<file path="src/rtl/turbo_pkg.sv">
// turbo_pkg: shared types and defaults for the turbo decoder iteration controller.
//   state_t     - controller FSM states
//   DEF_*       - default block size, iteration limit and SISO watchdog timeout
//   ITER_W      - iteration counter width
//   HDC_W       - hard-decision change count width
//   clamp_iter  - maps a requested iteration count into 1..max_iter
package turbo_pkg;
   localparam int DEF_N        = 256;
   localparam int DEF_MAX_ITER = 6;
   localparam int DEF_TIMEOUT  = 4096;
   localparam int ITER_W       = 4;
   localparam int HDC_W        = $clog2(DEF_N) + 1;

   typedef enum logic [2:0] {IDLE, RUN1, WAIT1, RUN2, WAIT2, DONE} state_t;

   function automatic logic [ITER_W-1:0] clamp_iter(input logic [ITER_W-1:0] req, input int max_iter);
      return (req == '0) ? ITER_W'(1) : (int'(req) > max_iter) ? ITER_W'(max_iter) : req;
   endfunction
endpackage

</file>
<file path="src/rtl/turbo_wdog.sv">
// turbo_wdog: SISO watchdog counter.
//   clk, reset - clock, asynchronous active-high reset
//   clr        - restart the count (asserted while siso_start is visible)
//   en         - count while the controller waits for siso_done
//   expire     - combinational pulse in the last cycle a siso_done is still accepted
module turbo_wdog
   import turbo_pkg::*;
#(
   parameter int TIMEOUT = DEF_TIMEOUT
) (
   input  logic clk,
   input  logic reset,
   input  logic clr,
   input  logic en,
   output logic expire
);
   localparam int CW = $clog2(TIMEOUT + 1);

   logic [CW-1:0] cnt;

   // The clear cycle is the start cycle itself, so loading 1 makes cnt equal the
   // number of cycles elapsed since the start; the registered err that follows
   // expire then lands exactly TIMEOUT cycles after siso_start.
   always_ff @(posedge clk or posedge reset)
      if (reset)
         cnt <= '0;
      else if (clr)
         cnt <= CW'(1);
      else if (en)
         cnt <= cnt + 1'b1;

   assign expire = en && !clr && (cnt == CW'(TIMEOUT - 1));
endmodule

</file>
<file path="src/rtl/turbo_iter_ctrl.sv">
// turbo_iter_ctrl: iteration scheduler for a shared-SISO turbo decoder.
//   clk, reset            - clock, asynchronous active-high reset
//   blk_valid/blk_ready   - input block handshake; iter_limit sampled on it
//   siso_start            - one-cycle SISO kick-off, with siso_dec_sel/siso_il_en
//   siso_done/hd_changes  - SISO completion and hard-decision flip count
//   llr_bank              - extrinsic bank read by the SISO (it writes the other)
//   iter_count            - completed full iterations of the current block
//   out_valid/out_ready   - decoded block handoff to the output stage
//   early_stop            - block finished before its iteration limit
//   err                   - one-cycle watchdog expiry pulse
// Optional feature: define TURBO_EARLY_STOP_EN to stop once a whole iteration
// produces no hard-decision changes; otherwise hd_changes is ignored.
module turbo_iter_ctrl
   import turbo_pkg::*;
#(
   parameter int N        = DEF_N,
   parameter int MAX_ITER = DEF_MAX_ITER,
   parameter int TIMEOUT  = DEF_TIMEOUT
) (
   input  logic              clk,
   input  logic              reset,
   input  logic              blk_valid,
   output logic              blk_ready,
   input  logic [ITER_W-1:0] iter_limit,
   output logic              siso_start,
   output logic              siso_dec_sel,
   output logic              siso_il_en,
   input  logic              siso_done,
   input  logic [$clog2(N):0] hd_changes,
   output logic              llr_bank,
   output logic [ITER_W-1:0] iter_count,
   output logic              out_valid,
   input  logic              out_ready,
   output logic              early_stop,
   output logic              err
);
   state_t            state;
   logic [ITER_W-1:0] lim;
   logic [ITER_W-1:0] iter_nxt;
   logic              wd_exp;
   logic              es_hit;

   assign iter_nxt = iter_count + 1'b1;

   turbo_wdog #(.TIMEOUT(TIMEOUT)) u_wdog (
      .clk    (clk),
      .reset  (reset),
      .clr    (siso_start),
      .en     (state == WAIT1 || state == WAIT2),
      .expire (wd_exp)
   );

`ifdef TURBO_EARLY_STOP_EN
   logic hd1_zero;

   always_ff @(posedge clk or posedge reset)
      if (reset)
         hd1_zero <= 1'b0;
      else if (state == WAIT1 && siso_done)
         hd1_zero <= (hd_changes == '0);

   assign es_hit = hd1_zero && (hd_changes == '0);
`else
   logic unused_hdc;

   assign unused_hdc = ^hd_changes;
   assign es_hit     = 1'b0;
`endif

   always_ff @(posedge clk or posedge reset)
      if (reset) begin
         state        <= IDLE;
         lim          <= '0;
         blk_ready    <= 1'b0;
         siso_start   <= 1'b0;
         siso_dec_sel <= 1'b0;
         siso_il_en   <= 1'b0;
         llr_bank     <= 1'b0;
         iter_count   <= '0;
         out_valid    <= 1'b0;
         early_stop   <= 1'b0;
         err          <= 1'b0;
      end else begin
         siso_start <= 1'b0;
         err        <= 1'b0;
         case (state)
            IDLE: begin
               blk_ready <= 1'b1;
               if (blk_valid && blk_ready) begin
                  blk_ready  <= 1'b0;
                  lim        <= clamp_iter(iter_limit, MAX_ITER);
                  iter_count <= '0;
                  llr_bank   <= 1'b0;
                  early_stop <= 1'b0;
                  state      <= RUN1;
               end
            end
            RUN1: begin
               siso_start   <= 1'b1;
               siso_dec_sel <= 1'b0;
               siso_il_en   <= 1'b0;
               state        <= WAIT1;
            end
            WAIT1:
               // siso_done takes priority over a same-cycle watchdog expiry
               if (siso_done) begin
                  llr_bank <= ~llr_bank;
                  state    <= RUN2;
               end else if (wd_exp) begin
                  err        <= 1'b1;
                  iter_count <= '0;
                  blk_ready  <= 1'b1;
                  state      <= IDLE;
               end
            RUN2: begin
               siso_start   <= 1'b1;
               siso_dec_sel <= 1'b1;
               siso_il_en   <= 1'b1;
               state        <= WAIT2;
            end
            WAIT2:
               if (siso_done) begin
                  llr_bank   <= ~llr_bank;
                  iter_count <= iter_nxt;
                  if (iter_nxt == lim) begin
                     out_valid <= 1'b1;
                     state     <= DONE;
                  end else if (es_hit) begin
                     out_valid  <= 1'b1;
                     early_stop <= 1'b1;
                     state      <= DONE;
                  end else
                     state <= RUN1;
               end else if (wd_exp) begin
                  err        <= 1'b1;
                  iter_count <= '0;
                  blk_ready  <= 1'b1;
                  state      <= IDLE;
               end
            DONE:
               if (out_ready) begin
                  out_valid <= 1'b0;
                  blk_ready <= 1'b1;
                  state     <= IDLE;
               end
            default: state <= IDLE;
         endcase
      end
endmodule

</file>
<file path="config.mk">
export PLATFORM = sky130hd
export DESIGN_NAME = turbo_iter_ctrl
export DESIGN_NICKNAME = d
export VERILOG_FILES = /design/src/rtl/turbo_pkg.sv /design/src/rtl/turbo_wdog.sv /design/src/rtl/turbo_iter_ctrl.sv
export SDC_FILE = /design/constraint.sdc
export NUM_CORES = 1
export LEC_CHECK = 0
export CORE_AREA = 4 4 71 73
export CTS_BUF_LIST = sky130_fd_sc_hd__clkbuf_2
export DETAILED_ROUTE_END_ITERATION = 8
export DIE_AREA = 0 0 75 77
export HOLD_SLACK_MARGIN = 0.15
export MAX_ROUTING_LAYER = met4
export PLACE_DENSITY_LB_ADDON = 0.1
export SLEW_MARGIN = 20
export SYNTH_ARGS = -nofsm -noshare
export SYNTH_HDL_FRONTEND = slang
export SYNTH_SLANG_ARGS = --single-unit
</file>
<file path="constraint.sdc">
create_clock -name clk -period 2.1 [get_ports clk]
set_clock_uncertainty 0.2 [all_clocks]
set_input_delay 0.21 -clock clk [delete_from_list [all_inputs] [get_ports clk]]
set_output_delay 0.21 -clock clk [all_outputs]
set_load 0.02 [all_outputs]
</file>
==> results of run 1 <==
## state kept, by name, summed over array words and instances (netlist names)
name	count
u_wdog.cnt	13
iter_count	4
lim	4
state	3
blk_ready	1
err	1
llr_bank	1
out_valid	1
siso_il_en	1
siso_start	1
## worst register-to-register path: cells and delay by family, from the launching register on
family | cells | cell delay [ns]
and+or+nand+nor | 1 | 0.50
DFF | 1 | 0.45
xor gates and xnor gates | 1 | 0.23
buffers and inverters | 1 | 0.23
AOI/OAI and AO/OA | 1 | 0.16
## synth_stat cells (all sizes together) (2+ instances only)
| cell | n |
|---|---|
| inv | 5 |
| nor4b | 2 |
| nand2b | 5 |
| dfrtp | 30 |
| xor2 | 6 |
| o22a | 2 |
| and3b | 2 |
| nor2 | 19 |
| maj3 | 2 |
| nor2b | 6 |
| nor3b | 3 |
| and3 | 3 |
| xnor2 | 10 |
| nand3 | 7 |
| nand4 | 5 |
| nor4 | 2 |
| buf | 7 |
| o21ai | 11 |
| ha | 2 |
| clkbuf | 2 |
| o31ai | 2 |
| nand2 | 9 |
| mux2 | 4 |
| nor3 | 2 |
| and2 | 3 |
| nand3b | 2 |
| o22ai | 2 |
| a21oi | 8 |
## kinds of logic after synthesis
logic type	count (synthesis)	synth area share (%)
other cells	1	0.221
xor+xnor	16	8.27
fa+ha+maj	4	2.66
flops	30	44.3
simple gates	74	27.7
buf+inv	14	4.36
compound gates	28	9.82
mux	4	2.66
## worst paths after layout
kind | startpoint | endpoint | slack (ns) | depth (start not counted)
max | iter_count[0]$_DFFE_PP0P_ | iter_count[0] | 0.18 | 1
min reg2reg | state[2]$_DFFE_PP0P_ | state[1]$_DFFE_PP0P_ | 0.32 | 1
max in group asynchronous | reset | lim[2]$_DFFE_PP0P_ | 0.87 | 4
min | iter_limit[3] | lim[0]$_DFFE_PP0P_ | 0.24 | 2
min in group asynchronous | reset | u_wdog.cnt[9]$_DFFE_PP0P_ | 0.54 | 4
max reg2reg | state[2]$_DFFE_PP0P_ | u_wdog.cnt[12]$_DFFE_PP0P_ | 0.26 | 4
## metrics by stage
stage          setup slack, ns  hold WS (ns)  cells  cell area (um^2)
5_1_grt                  0.107         0.216    252              2020
2_1_floorplan            0.373        0.0828    171              1690
3_5_place_dp             0.208         0.274    243              1970
3_3_place_gp             0.222         0.275    243              1970
6_report                 0.180         0.243    252              2020
4_1_cts                 0.0408         0.229    252              2020
## routing by layer
layer | vias to the layer above | share of wire (%)
met5 | - | 0
met4 | 0 | 1.7
met2 | 20 | 49
li1 | 647 | -
met3 | 6 | 3.0
met1 | 601 | 47
## area by class of cell
type	count	area share, %
tap	52	3.22
clock buffer	6	1.49
inverter	5	0.929
sequential	30	37.2
clock inverter	2	0.433
multi-input combinational	127	43.0
timing repair buffer	30	13.7
## where the power goes
group	total [mW]	internal [mW]	switching, mW
combinational	1.14	0.522	0.617
clock	0.285	0.0817	0.204
sequential	0.880	0.719	0.161
total	2.30	1.32	0.982
## what timing repair did
action,4_1_cts,5_1_grt
setup endpoints to repair,0,1
hold endpoints to repair,30,0
hold buffers,1,0
buffers inserted,0,0
resized for setup,0,1
==> impl_results.md, run 1 <==
* Fraction of registers with async set or reset after synthesis at 100%
* Clock-pin slew on the worst setup and hold paths at roughly 0.16 ns
* Layout area overhead at 19.3%
* Diode count at 0
* P per Cell Area at about 1100 nW/um^2
* Ys flop type: dfrtp_1
* Most frequent cells in the layout: dfrtp_1, nor2_1, clkdlybuf4s50_1
* WL/cell at 14.1 um
* Slew Limit Fails at 0
* Initial antenna violation count at 0
* Die Wd at 75 um
* PortBufs at 19
* Vias in the first global route at ~1300
* Post-DRT Antenna Nets at 0
* Root Buffer: clkbuf_2
* Commonest non-fill, non-tap cell in the layout: dfrtp_1
* Period utilization at between 90% and 100%
* Synth unique cells at between 40 and 50
* H-tree Lvls at 2
* Slowest cell on the critical path: clkdlybuf4s50_1
* Initial Utilization at 38.9%
* Final WL at ~3.6 mm
* Maximum VDD drop at 575 uV
* Storage cell area at between 700 and 800 um^2
* Largest net degree at the start of global routing at 31
* # IOs at 30
* Final core utilization at a little under half
* Worst skew pair latency at between 0.3 and 0.4 ns
* RSZ-0062 raised after global routing: no
* Post-Syn Area per Cell at around 9.9 um^2
* DP Wirelength at about 2.6 mm
* Setup TNS at 0 ns
* Top-area cell type share of the netlist area at ~44%
* WS Path Type: reg -> out
* Worst-path cell chain: clkdlybuf4s50_1
* MaxCap Viol Count at 0
* CP bufs+invs at 1
* Via density per instance at 5.06
* Drt first pass iters at 4
* First-pass GRT wire length at between 6 and 7 mm
* Inserted Clock Buffers at 5
* Synthesized net count at 191
* Total power at around 2.3 mW
* Fmax at 521 MHz
* Cells after Synth at 171
* Die height at around 77 um
* Met3 usage at under 10%
* Critical Path Sink Type: primary output
* Sequential area share after synthesis at 44.3%
* Crit path time final at 1.92 ns
* Standard-cell rows at 24
* GR Overflow Total at 0
* Synthesized area at about 1700 um^2
* Largest area contributor in the netlist: dfrtp_1
* Grt met2 use at between 20% and 30%
* Multi-input logic area at between 800 and 900 um^2
* DR iter-0 viols at 73
* Critical Path AT at around 1.5 ns
* Vias at around 1300
* Die Footprint at 5780 um^2
* Static Leak at between 0.9 and 1 nW
* CP top delay family: buffers and inverters
* Clock Tree Buf Depth at 2
* TritonCTS clock tree: built
* Worst hold path type: in -> reg
* # setup viols final at 0
* Final net count at approximately 220
* Fillers at between 400 and 500
* Worst path max stage delay at about 0.65 ns
* Crit Path Max Fanout at 6
* DRC at 0
* CTS sink cnt at 30
* Yosys Warn Count at 0
* GP Congestion at approximately 0.78
* Top cells by area, synth: dfrtp_1, xnor2_1, nor2_1
* Most Used Layer, Global Route: met2
* Layout cell share with drive strength beyond 1 at around 14%
* Post-synth EDFFs at 0
* Outcome: finished, final reports clean
* CP Launch Type: flop
* Gr usage total at 14.0%
* FF+latch count, synth at 30
* Core ar. at approximately 4400 um^2
* Critical path required time at 1.69 ns
* Grt met1 use at roughly 17%
* Endpoints failing hold at 0
No activity file was read; power rests on OpenSTA's default activity.
==> inputs of run 2 (changes only) <==
CORE_AREA = 4 4 64 66   (was 4 4 71 73)
DIE_AREA = 0 0 68 70   (was 0 0 75 77)
==> impl_results.md, run 2 (synthesized netlist as in run 1, its figures left out) <==
* Vias at about 1300
* Via density per instance at 5.30
* Sequential share of power at between 30 and 40%
* Initial antenna violation count at 0
* Fmax at ~520 MHz
* Slew Limit Fails at 0
* Clock Tree Buf Depth at 2
* Worst path max stage delay at between 0.6 and 0.7 ns
* Inserted Clock Buffers at 5
* PortBufs at 19
* Setup slack at placement at around 0.17 ns
* Commonest non-fill, non-tap cell in the layout: dfrtp_1
* CTS sink cnt at 30
* Worst skew pair latency at ~0.38 ns
* CP bufs+invs at 1
* Final WL at 3.40 mm
* Setup TNS at 0 ns
* Cells on worst reg2reg path at 5
* Storage cell area at roughly 750 um^2
* WS Path Type: reg -> out
* Fillers at 343
* Layout area overhead at 18.5%
* Worst hold path type: in -> reg
* Layout cell share with drive strength beyond 1 at between 10% and 20%
* Gr usage total at between 15 and 20%
* Clock network fraction of total power at ~13%
* Crit path time final at 1.92 ns
* Critical Path Sink Type: primary output
* WL/cell at 13.8 um
* Initial Utilization at 47.3%
* Core ar. at about 3600 um^2
* Post-CTS setup buffers at 0
* Crit Path Max Fanout at 6
* MaxCap Viol Count at 0
* Endpoints failing hold at 0
* CP top delay family: buffers and inverters
* Largest net degree at the start of global routing at 31
* Drt first pass iters at 4
* Die Wd at 68 um
* Die Footprint at 4760 um^2
* RSZ-0062 raised after global routing: no
* # IOs at 30
* Critical Path AT at 1.51 ns
* Standard-cell rows at 22
* Die height at 70 um
* H-tree Lvls at 2
* Critical path required time at approximately 1.7 ns
* GR Overflow Total at 0
* Post-DRT Antenna Nets at 0
* Clock-pin slew on the worst setup and hold paths at approximately 0.15 ns
* Worst slew pin tran at 0.573 ns
* P per Cell Area at roughly 1100 nW/um^2
* Vias in the first global route at 1400
* Max FFs per register at 13
* Net Sw Frac at between 40% and 50%
* # setup viols final at 0
* Switching pwr at 0.970 mW
* TritonCTS clock tree: built
* DP Wirelength at between 2 and 2.5 mm
* Worst-path cell chain: clkdlybuf4s50_1
* Root Buffer: clkbuf_2
* Diode count at 0
* Slowest cell on the critical path: clkdlybuf4s50_1
* DR iter-0 viols at 83
* Outcome: finished, final reports clean
* Multi-input logic area at 870 um^2
* Int Pwr at around 1.3 mW
* WP depth at 1
* Static Leak at 0.910 nW
* GP Congestion at between 0.8 and 0.9
* DRC at 0
* Most frequent cells in the layout: dfrtp_1, nor2_1, clkdlybuf4s50_1
* Period utilization at about 91%
* Most flops, register: u_wdog.cnt
* First-pass GRT wire length at 6.15 mm
* Maximum VDD drop at 588 uV
* CP Launch Type: flop
* Placed cells at 238
* Logic pwr share at 49.9%
* Regs by FF count: u_wdog.cnt (13), iter_count (4), lim (4)
* Relative slew slack at between 60% and 70%
* WHS Path Cells at 2
* Final Non-Filler Cells at roughly 250
* Final net count at roughly 220
* Final Worst Setup Slack at ~0.18 ns
==> run 2: path summary, 6_finish.rpt <==
check	endpoint	slack (ns)	startpoint
max	iter_count[0]	0.18	iter_count[0]$_DFFE_PP0P_
min	lim[0]$_DFFE_PP0P_	0.25	iter_limit[3]
max reg2reg	iter_count[3]$_DFFE_PP0P_	0.20	u_wdog.cnt[0]$_DFFE_PP0P_
min reg2reg	lim[0]$_DFFE_PP0P_	0.32	lim[0]$_DFFE_PP0P_
max in group asynchronous	lim[0]$_DFFE_PP0P_	0.88	reset
min in group asynchronous	state[1]$_DFFE_PP0P_	0.53	reset
==> run 2: per-stage QoR <==
step                instance area, um^2  utilization [%]  power (mW)  hold WS [ns]
finish                             2010             56.1        2.29         0.251
global route                       2010             56.1        2.49         0.224
CTS                                2010             56.0        2.32         0.246
detailed placement                 1960             54.7        2.03         0.282
global placement                   1960             54.7        1.99         0.286
floorplan                          1690                -        1.66        0.0828
==> run 2: per-layer routing <==
layer / track usage, % / wire (um)
met1: 20.7 / 1470
met2: 26.9 / 1730
met3: 6.59 / 146
met4: 7.51 / 55
met5: - / 0
==> run 2: worst register-to-register path: cells and delay by family, from the launching register on <==
kind / cells / cell delay (ns)
compound gates: 2 / 0.50
fa+ha+maj: 1 / 0.26
flops: 1 / 0.41
simple gates: 2 / 0.40
==> run 2: power by group through the flow <==
| stage | clock network [mW] | logic (mW) | registers (mW) |
|---|---|---|---|
| 3_5_place_dp | 0 | 1.16 | 0.871 |
| 2_1_floorplan | 0 | 0.736 | 0.924 |
| 5_1_grt | 0.326 | 1.27 | 0.888 |
| 6_report | 0.287 | 1.14 | 0.858 |
| 3_3_place_gp | 0 | 1.13 | 0.862 |
| 4_1_cts | 0.295 | 1.16 | 0.862 |
==> run 2: cell type report <==
type                       count  share of cell area [%]
clock buffer                   6                    1.50
clock inverter                 2                   0.436
inverter                       5                   0.935
multi-input combinational    127                    43.3
sequential                    30                    37.4
tap                           48                    2.99
timing repair buffer          29                    13.5
==> run 2: what timing repair did <==
action                                  4_1_cts  5_1_grt
endpoints found under the hold margin        30        0
gates resized for setup                       0        1
endpoints found under the setup margin        0        1
hold buffers                                  1        0
